### config.mk
export PLATFORM = sky130hd
export DESIGN_NAME = bypass_ctrl
export DESIGN_NICKNAME = d
export VERILOG_FILES = /design/src/rtl/bypass_pkg.sv /design/src/rtl/bypass_ctrl_tag_pipe.sv /design/src/rtl/bypass_ctrl.sv
export SDC_FILE = /design/constraint.sdc
export NUM_CORES = 1
export LEC_CHECK = 0
export ABC_AREA = 1
export CAP_MARGIN = 20
export CORE_MARGIN = 2
export CORE_UTILIZATION = 56
export CTS_CLUSTER_DIAMETER = 200
export DETAILED_ROUTE_END_ITERATION = 10
export PLACE_DENSITY = 0.91
export SYNTH_ARGS = -nofsm -noshare
export SYNTH_HDL_FRONTEND = slang
export SYNTH_SLANG_ARGS = --single-unit
export TNS_END_PERCENT = 1
### constraint.sdc
create_clock -name clk -period 4.9 [get_ports clk]
set_clock_uncertainty 0.2 [all_clocks]
set_input_delay 0.98 -clock clk [delete_from_list [all_inputs] [get_ports clk]]
set_output_delay 0.98 -clock clk [all_outputs]
set_load 0.05 [all_outputs]
### src/rtl/bypass_pkg.sv
// Shared types for the EX-stage forwarding and load-use stall controller.
// Stage tags, the zero register constant and the producer test.
package bypass_pkg;

    localparam logic [4:0] REG_ZERO = 5'd0;

    typedef struct packed {
        logic       valid;
        logic [4:0] rs;
        logic [4:0] rt;
        logic       uses_rs;
        logic       uses_rt;
        logic [4:0] dest;
        logic       wr;
        logic       is_lw;
    } stage_tag_t;

    localparam stage_tag_t TAG_BUBBLE = '0;

    // A stage produces r when it will write a nonzero r.
    function automatic logic produces(input stage_tag_t tag,
                                      input logic [4:0] r);
        return tag.valid & tag.wr & (tag.dest == r) & (r != REG_ZERO);
    endfunction

    // MEM and WB keep only the write-side fields.
    function automatic stage_tag_t write_side(input stage_tag_t tag);
        stage_tag_t t;
        t       = TAG_BUBBLE;
        t.valid = tag.valid;
        t.dest  = tag.dest;
        t.wr    = tag.wr;
        t.is_lw = tag.is_lw;
        return t;
    endfunction

endpackage

### src/rtl/bypass_ctrl_tag_pipe.sv
// Three-stage tag shift register (EX, MEM, WB).
// EX loads the ID tag or a bubble; MEM and WB follow.
module tag_pipe
    import bypass_pkg::*;
(
    input  logic       clk,
    input  logic       reset,
    input  stage_tag_t id_tag_i,
    input  logic       bubble_i,
    output stage_tag_t ex_o,
    output stage_tag_t mem_o,
    output stage_tag_t wb_o
);

    stage_tag_t ex_q,  ex_d;
    stage_tag_t mem_q, mem_d;
    stage_tag_t wb_q,  wb_d;

    // Next-state: shift down, insert bubble into EX on request.
    always_comb begin
        ex_d  = id_tag_i;
        if (bubble_i || !id_tag_i.valid) begin
            ex_d = TAG_BUBBLE;
        end
        mem_d = write_side(ex_q);
        wb_d  = write_side(mem_q);
    end

    // Tag registers, cleared asynchronously.
    always_ff @(posedge clk or posedge reset) begin
        if (reset) begin
            ex_q  <= TAG_BUBBLE;
            mem_q <= TAG_BUBBLE;
            wb_q  <= TAG_BUBBLE;
        end else begin
            ex_q  <= ex_d;
            mem_q <= mem_d;
            wb_q  <= wb_d;
        end
    end

    assign ex_o  = ex_q;
    assign mem_o = mem_q;
    assign wb_o  = wb_q;

endmodule

### src/rtl/bypass_ctrl.sv
// EX operand forwarding selects and load-use stall generation.
// Also counts stall cycles with a saturating counter.
module bypass_ctrl
    import bypass_pkg::*;
#(
    parameter int CNT_W = 16
) (
    input  logic             clk,
    input  logic             reset,
    input  logic             id_valid,
    input  logic [4:0]       id_rs,
    input  logic [4:0]       id_rt,
    input  logic             id_uses_rs,
    input  logic             id_uses_rt,
    input  logic [4:0]       id_dest,
    input  logic             id_wr,
    input  logic             id_is_lw,
    input  logic             flush,
    output logic             bypassAfromMEM,
    output logic             bypassAfromALUinWB,
    output logic             bypassAfromLWinWB,
    output logic             bypassBfromMEM,
    output logic             bypassBfromALUinWB,
    output logic             bypassBfromLWinWB,
    output logic             stall,
    output logic [CNT_W-1:0] stall_cnt
);

    stage_tag_t id_tag;
    stage_tag_t ex_tag;
    stage_tag_t mem_tag;
    stage_tag_t wb_tag;

    logic stall_cond;
    logic lw_mem_hazard;

    logic [CNT_W-1:0] stall_cnt_q;
    logic [CNT_W-1:0] stall_cnt_d;

    assign id_tag = '{
        valid:   id_valid,
        rs:      id_rs,
        rt:      id_rt,
        uses_rs: id_uses_rs,
        uses_rt: id_uses_rt,
        dest:    id_dest,
        wr:      id_wr,
        is_lw:   id_is_lw
    };

    tag_pipe u_tag_pipe (
        .clk      (clk),
        .reset    (reset),
        .id_tag_i (id_tag),
        .bubble_i (flush | stall_cond),
        .ex_o     (ex_tag),
        .mem_o    (mem_tag),
        .wb_o     (wb_tag)
    );

    // Load in EX whose result the ID instruction reads.
    always_comb begin
        stall_cond = 1'b0;
        if (id_valid && ex_tag.valid && ex_tag.is_lw &&
            ex_tag.wr && ex_tag.dest != REG_ZERO) begin
            stall_cond = (id_uses_rs && id_rs == ex_tag.dest) ||
                         (id_uses_rt && id_rt == ex_tag.dest);
        end
        stall = stall_cond & ~flush;
    end

    // Operand selects; MEM is the newer write so it wins over WB.
    always_comb begin
        logic a_mem, a_wb;
        logic b_mem, b_wb;
        a_mem = 1'b0;
        a_wb  = 1'b0;
        b_mem = 1'b0;
        b_wb  = 1'b0;
        if (ex_tag.valid && ex_tag.uses_rs) begin
            a_mem = produces(mem_tag, ex_tag.rs) & ~mem_tag.is_lw;
            a_wb  = produces(wb_tag, ex_tag.rs) & ~a_mem;
        end
        if (ex_tag.valid && ex_tag.uses_rt) begin
            b_mem = produces(mem_tag, ex_tag.rt) & ~mem_tag.is_lw;
            b_wb  = produces(wb_tag, ex_tag.rt) & ~b_mem;
        end
        bypassAfromMEM     = a_mem;
        bypassAfromALUinWB = a_wb & ~wb_tag.is_lw;
        bypassAfromLWinWB  = a_wb & wb_tag.is_lw;
        bypassBfromMEM     = b_mem;
        bypassBfromALUinWB = b_wb & ~wb_tag.is_lw;
        bypassBfromLWinWB  = b_wb & wb_tag.is_lw;
    end

    // A load in MEM feeding EX means the stall was bypassed.
    always_comb begin
        lw_mem_hazard = 1'b0;
        if (ex_tag.valid && mem_tag.is_lw) begin
            lw_mem_hazard =
                (ex_tag.uses_rs && produces(mem_tag, ex_tag.rs)) ||
                (ex_tag.uses_rt && produces(mem_tag, ex_tag.rt));
        end
    end

    // Catch the unreachable MEM-load forward.
    always @(posedge clk) begin
        if (!reset) begin
            assert (!lw_mem_hazard)
                else $error("load in MEM feeds EX operand");
        end
    end

    // Saturating stall counter next-state.
    always_comb begin
        stall_cnt_d = stall_cnt_q;
        if (stall && stall_cnt_q != {CNT_W{1'b1}}) begin
            stall_cnt_d = stall_cnt_q + 1'b1;
        end
    end

    // Stall counter register.
    always_ff @(posedge clk or posedge reset) begin
        if (reset) begin
            stall_cnt_q <= '0;
        end else begin
            stall_cnt_q <= stall_cnt_d;
        end
    end

    assign stall_cnt = stall_cnt_q;

endmodule

Word-level counts from Yosys, hierarchy flattened
Index checks and enable logic that the tools add are counted.
{ "word_totals": {"ff_bits": 52} }
{ "classes": {"n_addsub": 1, "eq_ne": 7, "mux": 6, "bitwise": 25, "reduce_logical": 15} }
{ "ops": {"columns": ["op", "n"], "rows": [
  ["5-bit == test", 6],
  ["20-bit two-way mux", 1],
  ["1-bit bitwise AND", 19],
  ["16-bit by 1-bit adder with 16-bit output, second input constant", 1],
  ["16-bit != test, second input constant", 1],
  ["5-bit nonzero test", 3],
  ["1-bit logical AND", 9],
  ["1-bit two-way mux", 5],
  ["1-bit inverter", 5],
  ["1-bit logical OR", 2],
  ["1-bit logical NOT", 1],
  ["1-bit bitwise OR", 1]
]} }

Longest topological paths before layout
Gate-level depths: netlist of the first run.
{ "logic_depth": {"ltp_word": 8, "mapped_depth": 11, "depth_no_buf": 10} }

By module
Synthesis of the first run repeated with hierarchy kept, for this count alone.
{ "hier_totals": {"hier_cells": 364, "hier_area_um2": 2896.5} }
{ "by_module_without_submodules": {"columns": ["mod", "instances", "cells_per_inst", "area_per_inst_um2"], "rows": [
  ["bypass_ctrl", 1, 259, 1571.5],
  ["tag_pipe", 1, 105, 1325.0]
]} }

Worst setup path after synthesis of the first run
No wires, ideal clock.
{ "synth_path": {"path_type": "input-to-output", "start": "input port id_rt[4]", "end": "output port stall", "t_arrival_ns": 1.792, "required_ns": 3.720, "slack_ns": 1.928, "path_stages": 8, "cell_sequence": "inv_1 -> nand2_1 -> nand2_1 -> nor2_1 -> nand3_1 -> nand2_2 -> nand3_4 -> inv_1"} }
{ "synth_via": {"elab_chain_cells": 5} }
{ "synth_rtl": {"columns": ["item", "line", "text"], "rows": [
  ["from (decl)", "bypass_ctrl.sv:12", "input logic [4:0] id_rt,"],
  ["5-bit == test", "bypass_ctrl.sv:67", "(id_uses_rt && id_rt == ex_tag.dest);"],
  ["1-bit logical AND", "bypass_ctrl.sv:67", null],
  ["1-bit logical OR", "bypass_ctrl.sv:66", "stall_cond = (id_uses_rs && id_rs == ex_tag.dest) ||"],
  ["1-bit two-way mux", "bypass_ctrl.sv:64", "if (id_valid && ex_tag.valid && ex_tag.is_lw &&"],
  ["1-bit bitwise AND", "bypass_ctrl.sv:69", "stall = stall_cond & ~flush;"],
  ["to (decl)", "bypass_ctrl.sv:25", "output logic stall,"]
]} }
Every way passes these cells.

Worst setup path after layout of the first run
{ "layout_path": {"start": "input port id_rt[0]", "end": "output port stall"} }
The elaborated chain is that of the path after synthesis.

==> results of run 1 <==
==> area by class of cell <==
type / instances / area share [%]
inverters: 46 / 5.38
clock inverters: 3 / 0.740
flip-flops and latches: 52 / 40.5
multi-input cells: 226 / 34.5
clock buffers: 5 / 2.14
well taps: 52 / 2.03
repair buffers: 46 / 14.7
==> registers in the layout, indices dropped and copies added, names as in the netlist <==
name,flops
stall_cnt,16
u_tag_pipe.ex_o,20
u_tag_pipe.wb_o,8
u_tag_pipe.mem_o,8
==> routing by layer <==
metal  up-vias  global-route usage, %  part of all wire, %  wire [um]
met5         -                      0                    0          0
met4         0                   8.02                  1.3         71
met3         8                   4.17                  4.1        223
met2        55                   37.1                   49       2670
met1      1024                   32.0                   45       2470
li1       1098                      -                    -          -
==> power by group through the flow <==
stage               Combinational (uW)  Clock (uW)  Sequential, uW
finish                            70.5         246             452
global route                      80.2         268             453
CTS                               69.2         250             451
detailed placement                68.9           0             460
global placement                  66.0           0             459
floorplan                         40.8           0             457
==> worst max-delay path, delay by kind of cell <==
family | cells | cell delay, ps
simple gates | 6 | 550
buf+inv | 4 | 1410
==> logic make-up after synthesis <==
group | Yosys count
simple gates | 192
flops | 52
buf+inv | 50
xor+xnor | 27
compound gates | 6
fa+ha+maj | 1
==> stage by stage <==
| stage | instances | total power [uW] | area, um^2 |
|---|---|---|---|
| global route | 430 | 802 | 3210 |
| floorplan | 328 | 497 | 2620 |
| finish | 430 | 768 | 3210 |
| global placement | 421 | 525 | 3100 |
| CTS | 429 | 771 | 3190 |
| detailed placement | 421 | 529 | 3100 |
==> worst paths after layout <==
check,cells past startpoint,endpoint,slack (ps),startpoint
setup / recovery,10,stall,780,id_rt[0]
min in group asynchronous,2,stall_cnt[14]$_DFFE_PP0P_,650,reset
max in group asynchronous,3,u_tag_pipe.ex_o[9]$_DFF_PP0_,3400,reset
hold reg to reg,0,u_tag_pipe.mem_o[0]$_DFF_PP0_,180,u_tag_pipe.ex_o[0]$_DFF_PP0_
setup reg to reg,9,u_tag_pipe.ex_o[11]$_DFF_PP0_,2790,u_tag_pipe.ex_o[2]$_DFF_PP0_
hold / removal,0,u_tag_pipe.mem_o[0]$_DFF_PP0_,180,u_tag_pipe.ex_o[0]$_DFF_PP0_
==> cells in the final DEF (no fill, tap or decap) <==
cell and instances:
nand2_1 104, nor2_1 53, dfrtp_1 52, clkdlybuf4s50_1 45
inv_1 44, xnor2_1 17, nand3_1 12, xor2_1 10
nand4_1 8, nor3_1 6, clkbuf_8 5, o21ai_0 3
inv_2 2, nand2_2 2, and3_1 2, clkinvlp_4 2
nand4_2 1, o21bai_1 1, nand3_4 1, nor2_4 1
nand4_4 1, a21oi_1 1, o221ai_1 1, or2_2 1
ha_1 1, clkinv_4 1, buf_12 1
==> results.md, run 1 <==
- The flow ran to the end, and the final reports show no timing, DRC or antenna violations.
- The layout overhead on the synthesized area is 22.6%.
- The number of vias per cell after detailed routing is 5.08.
- The endpoint type of the worst setup path is an output pin.
- The most common cell in the synthesized netlist is nand2_1.
- Static timing analysis puts the maximum clock frequency at about 0.24 GHz.
- The final weighted congestion in routability-driven placement is 0.931.
- The worst endpoint required time is 3720 ps.
- The total count of hold-check failures in the final report is 0.
- The setup slack of the critical path after layout is slightly below 800 ps.
- The critical-path maximum fanout is 3.
- Once detail routing completed, the nets flagged for antenna violations numbered 0.
- After synthesis, the largest family of logic cells by area is simple AND/OR/NAND/NOR gates.
- The flip-flop and latch count after synthesis is 52.
- The area fraction in and, or, nand and nor cells after synthesis is 31.4%.
- The ratio of final minimum period to clock period is 84.1%.
- The synthesized design spends more area on one cell type than any other, namely dfrtp_1.
- The worst supply voltage drop on vdd is 0.201 mV.
- Summing the areas of all fa, ha and maj instances in the mapped netlist gives less than 1% of the synthesized area.
- After synthesis, the mean cell area works out to 7.98 um^2.
- The stage delay of the slowest cell on the critical path is 790 ps.
- After clock tree synthesis, the repair step resized 0 gates.
- Sequential cells were found to cover 49.7% of the synthesized design area.
- The clock slew seen by the registers of the worst setup and hold paths is 90 ps.
- The total overflow left after global routing is 0.
- The overall via count from detail_route is 2185.
- The floorplan step set the die width to 72.4 um.
- The maximum level of the CTS H-tree is 2.
- Synthesis produced a netlist whose cell count is 328.
- Entering global routing, the biggest net connects 53 pins.
- The count of antenna diodes in the layout is 0.
- The die covers 5240 um^2.
- Summing all multi-input logic gate instances after layout gives 1110 um^2.
- TritonCTS built the clock tree.
- After detailed routing, the average wire length per cell comes to 12.6 um.
- By area the synthesized netlist is led by dfrtp_1 50%, nand2_1 15%, nor2_1 7.6%.
- The commonest cells after synthesis are 104 x nand2_1, 53 x nor2_1, 52 x dfrtp_1.
- Of the total power, the share spent switching nets is 25.1%.
- The first-pass GRT wire length is 9470 um.
- In the synthesized netlist the async set-or-reset flop fraction comes to 100%.
- Summing the areas of all compound-gate instances in the mapped netlist gives 1.39% of the synthesized area.
- The parity-gate share of the synthesized area counting xor and xnor cells is 9.03%.
- Clock tree synthesis inserted a total of 5 buffers.
- The clock passes through at most 2 buffers.
- The critical path startpoint category is an input pin.
- The hold buffer count at cts is 0.
- The core area is approximately 4400 um^2.
- The count of synthesis-stage warnings from yosys is 0.
- The top-area cell type share of the netlist area is 49.7%.
- The row count is 24.
- Hold timing on the final database bottoms out at a slack of approximately 180 ps.
- The buffers inserted during post-CTS setup optimization is 0.
- The type of the most critical hold path is flip-flop to flip-flop.
- The insertion delay to the later sink of the worst-skew pair is a little over 300 ps.
- Summing every instance area after synthesis gives 2620 um^2.
- The number of global-route vias before repair is 2056.
- The worst setup slack before clock tree synthesis is 802 ps.
- The analysis attributes to net switching a power of 192 uW.
- For this run, design rule violations remaining after detail routing come to 0.
- The number of violations of the max-capacitance limit is 0.
- The count of boundary I/O pins is 46.
- Setup violations remaining at the end of the flow were counted as 0.
- The power per cell area is 239 nW/um^2.
- The fraction of layout cells with a size suffix above 1 is around 4.8%.
- Summed over all failing endpoints, the final setup total negative slack is 0 ps.
- At the pin with the least slew margin, the transition time is 725 ps.
- For this design, the slowest cell found on the critical path is clkdlybuf4s50_1.
- Setup repair after global routing left no endpoint under its margin.
- After synthesis, the netlist uses 25 different library cells.
- The most instantiated flip-flop cell in the synthesis netlist is dfrtp_1.
- The total detailed-routing wirelength is 5440 um.
- Traced cell by cell, the critical path runs through clkdlybuf4s50_1, inv_1, nand2_1, nand2_1, nor2_1, nand3_1, nand2_2, nand3_4, inv_1, clkdlybuf4s50_1.
- The number of search-and-repair iterations in the first detailed-routing pass is 4.
- The starting density of the core is 58.9%.
- The net total in the final layout is roughly 400.
- The sequential standard cell area is 1300 um^2.
- Yosys mapped a number of flops with a built-in enable equal to 0.
- For this design the static power due to leakage is 0.00163 uW.
- For this block, the initial DRC count from the detailed router was approximately 240.
- The half-perimeter wire length after placement is 4150 um.
- Counting the fill cells in the layout gives 336.
- The number of max-slew violations in the final report came to 0.
- The initial antenna violation count came to 0.
- The post-layout minimum cycle time is 4120 ps.
- The power share of the combinational group is 9.2%.
- Synthesis produced a netlist with a net count of 352.
- The worst pin sits at a relative slew slack of between 50% and 60%.
- Clock tree synthesis found a total of 52 sinks.
- The internal portion of total power is approximately 580 uW.
- For this run, the total global-route usage over all layers was measured as 23.2%.
- Per report_power, the sequential group accounts for ~59% of the total.
- The tree is rooted in a clkbuf_8.
- The kind of critical path is input pin to output pin.
- The worst endpoint data arrival time is 2940 ps.
- The die span in y is between 70 and 80 um.
- Port buffering added 45 buffers.
- Cells fill between 70% and 80% of the core in the end.
- The portion of netlist area occupied by mux cells is 0%.
- The relative contribution of the clock network to total power is 32.0%.
No activity file was read; power rests on OpenSTA's default activity.
==> inputs of run 2 (changes only) <==
--- a/config.mk
+++ b/config.mk
@@ -8,10 +8,10 @@
 export ABC_AREA = 1
 export CAP_MARGIN = 20
 export CORE_MARGIN = 2
-export CORE_UTILIZATION = 56
+export CORE_UTILIZATION = 47
 export CTS_CLUSTER_DIAMETER = 200
 export DETAILED_ROUTE_END_ITERATION = 10
-export PLACE_DENSITY = 0.91
+export PLACE_DENSITY = 0.82
 export SYNTH_ARGS = -nofsm -noshare
 export SYNTH_HDL_FRONTEND = slang
 export SYNTH_SLANG_ARGS = --single-unit
==> constraint.sdc (replaced) <==
create_clock -name clk -period 3.7 [get_ports clk]
set_clock_uncertainty 0.2 [all_clocks]
set_input_delay 0.74 -clock clk [delete_from_list [all_inputs] [get_ports clk]]
set_output_delay 0.74 -clock clk [all_outputs]
set_load 0.05 [all_outputs]
==> run 2 against run 1 <==
Effect of this change: power is 34% higher; cell area is 1.2% higher; wire length is 1.1% higher.
==> results.md, run 2 (synthesized netlist as in run 1, its figures left out) <==
- The total count of hold-check failures in the final report is 0 (unchanged).
- From synthesis to final layout, the design area changed by 24.1%.
- The final weighted congestion in routability-driven placement is 0.881 (-5.3%).
- The first-pass GRT wire length is 9450 um (-0.14%).
- The endpoint type of the worst setup path is an output pin.
- The worst endpoint data arrival time is 2270 ps (-670 ps).
- The number of search-and-repair iterations in the first detailed-routing pass is 4 (unchanged).
- The origin of the worst min-delay path is u_tag_pipe.ex_o[0]$_DFF_PP0_.
- The worst hold path belongs to the class flip-flop to flip-flop.
- The core area was 5440 um^2 (+22%).
- The critical-path maximum fanout is 3 (unchanged).
- The buffers inserted during post-CTS setup optimization is 0 (unchanged).
- The number of global-route vias before repair is 2045 (-0.54%).
- The count of antenna diodes in the layout is 0 (unchanged).
- The transition time at the pin with the least slew margin is 761 ps (+35.4 ps).
- The number of nets with antenna violations after detailed routing came to 0 (unchanged).
- The insertion delay to the later sink of the worst-skew pair was 300 ps (about the same).
- Setup repair after global routing left no endpoint under its margin.
- TritonCTS built the clock tree.
- The all-layer global routing usage came to 19.4% (-3.7 points).
- The ratio of final minimum period to clock period is 86.8%.
- The stage delay of the slowest cell on the critical path was 800 ps (about the same).
- The overall via count from detail_route is 2173 (-0.55%).
- The initial antenna violation count is 0 (unchanged).
- The maximum clock frequency is 0.311 GHz.
- The master of the slowest instance on the critical path is clkdlybuf4s50_1.
- The worst endpoint required time was 2760 ps (-960 ps).
- The fraction of layout cells with a size suffix above 1 is 4.77% (+0.013 points).
- The number of violations of the max-capacitance limit is 0 (unchanged).
- The clock slew seen by the registers of the worst setup and hold paths came to 80 ps (about the same).
- The detailed router's first-iteration violation count is 161 (-32%).
- The instance count on the critical path is 7 (-3).
- The number of buffers created by CTS is 5 (unchanged).
- The critical path startpoint category is a flip-flop.
- The layout filler cell count was 474 (+41%).
- The maximum clock path buffer count is 2 (unchanged).
- The library cell used most frequently in the layout, excluding fill and tap cells, is nand2_1.
- The kind of critical path is flip-flop to output pin.
- The buffer and inverter count on the worst path was 1 (-3).
- In this run the worst setup path begins at u_tag_pipe.ex_o[9]$_DFF_PP0_.
- The kind of cell adding the most delay to the critical path is buffers and inverters.
- In the layout the commonest cells are 104 x nand2_1, 53 x nor2_1, 52 x dfrtp_1.
- The reported leakage power is 0.00164 uW (+0.90%).
- The net total in the final layout is 401 (unchanged).
- The total DRC errors in the routed layout is 0 (unchanged).
- The start of the worst register-to-register path is u_tag_pipe.ex_o[5]$_DFF_PP0_.
- The worst hold-check slack was 177 ps (-8.20 ps).
- The most frequent cell on the critical path is nand2_1.
- The timing endpoint of the critical path is bypassBfromALUinWB.
- The half-perimeter wire length after placement was 4040 um (-2.6%).
- The capturing point of the worst reg2reg path is u_tag_pipe.ex_o[15]$_DFF_PP0_.
- The average wire length per cell after detail routing was 12.2 um (-3.2%).
- The total setup violations reported at the end of the flow is 0 (unchanged).
- The post-CTS resize count came to 0 (unchanged).
- The number of sinks on the clock net is 52 (unchanged).
- The flow ran to the end, and the final reports show no timing, DRC or antenna violations.
- The tightest slew margin relative to the limit is 49.1% (-2.4 points).
- The number of vias per cell after detailed routing came to 4.84 (-4.8%).
- The horizontal die dimension was 78.6 um (+8.6%).
- The overall power is 1030 uW (+34%).
- The count of boundary I/O pins is 46 (unchanged).
- The starting density of the core came to 48.1% (-11 points).
- The final setup TNS was 0 ps (unchanged).
- The hold-critical path depth was 0 (unchanged).
- The number of buffers inserted by port buffering is 45 (unchanged).
- The row count came to 27 (+13%).
- The total congestion overflow after global routing came to 0 (unchanged).
- The maximum level of the CTS H-tree is 2 (unchanged).
- The number of max-slew violations in the final report came to 0 (unchanged).
- The floorplan die area is 6190 um^2 (+18%).
- The post-layout minimum cycle time is 3210 ps.
- The die span in y is 78.6 um (+8.6%).
- The number of cells on the worst reg-to-reg path was 7 (-2).
- The worst supply voltage drop on vdd is 0.193 mV (-3.9%).
- The power per cell area is 317 nW/um^2 (+32%).
- The pin count of the biggest net entering global routing came to 53 (unchanged).
- The clock root buffer is clkbuf_8.
- The number of flip-flops in the largest register is 20 (unchanged).
- The register-to-register setup slack is 1580 ps (-1210 ps).
- The critical path goes through nor3_1, nand2_1, and3_1, nand4_1, nand2_1, nor2_1, clkdlybuf4s50_1.
- The hold buffer count at cts is 0 (unchanged).
- The total detailed-routing wirelength is 5490 um (+1.1%).
[run 2: changes by cell type in the layout (fill, tap and decap cells not counted)]
cell             previous run  this run
clkbuf_8                    5         7
clkinvlp_4                  2         0
buf_12                      1         2
clkdlybuf4s50_1            45        44
clkinv_4                    1         0
[run 2: worst reg2reg max path, stage by stage (launching register included)]
cell and delay (ps):
dfrtp_1 430, inv_1 110, nand4_1 100, o21bai_1 140
inv_1 130, nand2_1 90, nand3_1 510, nor2_1 310
[run 2: how the worst min path moves through the flow]
stage | endpoint | slack, ps
final | u_tag_pipe.mem_o[0]$_DFF_PP0_ | 180
after global routing | u_tag_pipe.wb_o[19]$_DFF_PP0_ | 190
after detailed placement | u_tag_pipe.mem_o[0]$_DFF_PP0_ | 160
after floorplan | u_tag_pipe.wb_o[1]$_DFF_PP0_ | 150
after global placement | u_tag_pipe.mem_o[0]$_DFF_PP0_ | 160
after CTS | u_tag_pipe.mem_o[0]$_DFF_PP0_ | 180
[run 2: metal layers]
metal	vias to the layer above	routed length (um)	global-route usage (%)
li1	1087	-	-
met1	1015	2380	25.0
met2	61	2790	33.8
met3	10	239	3.45
met4	0	83	5.26
met5	-	0	0
[run 2: power breakdown]
part           switching [uW]  total, uW  internal (uW)  leakage (uW)
logic                    48.0       93.0           45.0      0.000886
registers                14.5        598            583      0.000706
clock network             172        339            167     0.0000503
total                     235       1030            795       0.00164
[run 2: through the flow]
stage | cells | setup WS [ps] | cell area (um^2) | utilization [%]
after floorplan | 328 | 1200 | 2620 | -
after global placement | 441 | 669 | 3130 | 57.6
after detailed placement | 441 | 675 | 3130 | 57.6
after CTS | 448 | 488 | 3230 | 59.4
after global routing | 449 | 243 | 3250 | 59.7
final | 449 | 487 | 3250 | 59.7
[run 2: final cells by class]
class / instances / area [um^2] / share of cell area [%]
clock buffer: 7 / 96.3 / 2.96
inverter: 46 / 173 / 5.31
multi-input combinational: 226 / 1110 / 34.1
sequential: 52 / 1300 / 40.0
tap: 72 / 90.1 / 2.77
timing repair buffer: 46 / 480 / 14.8
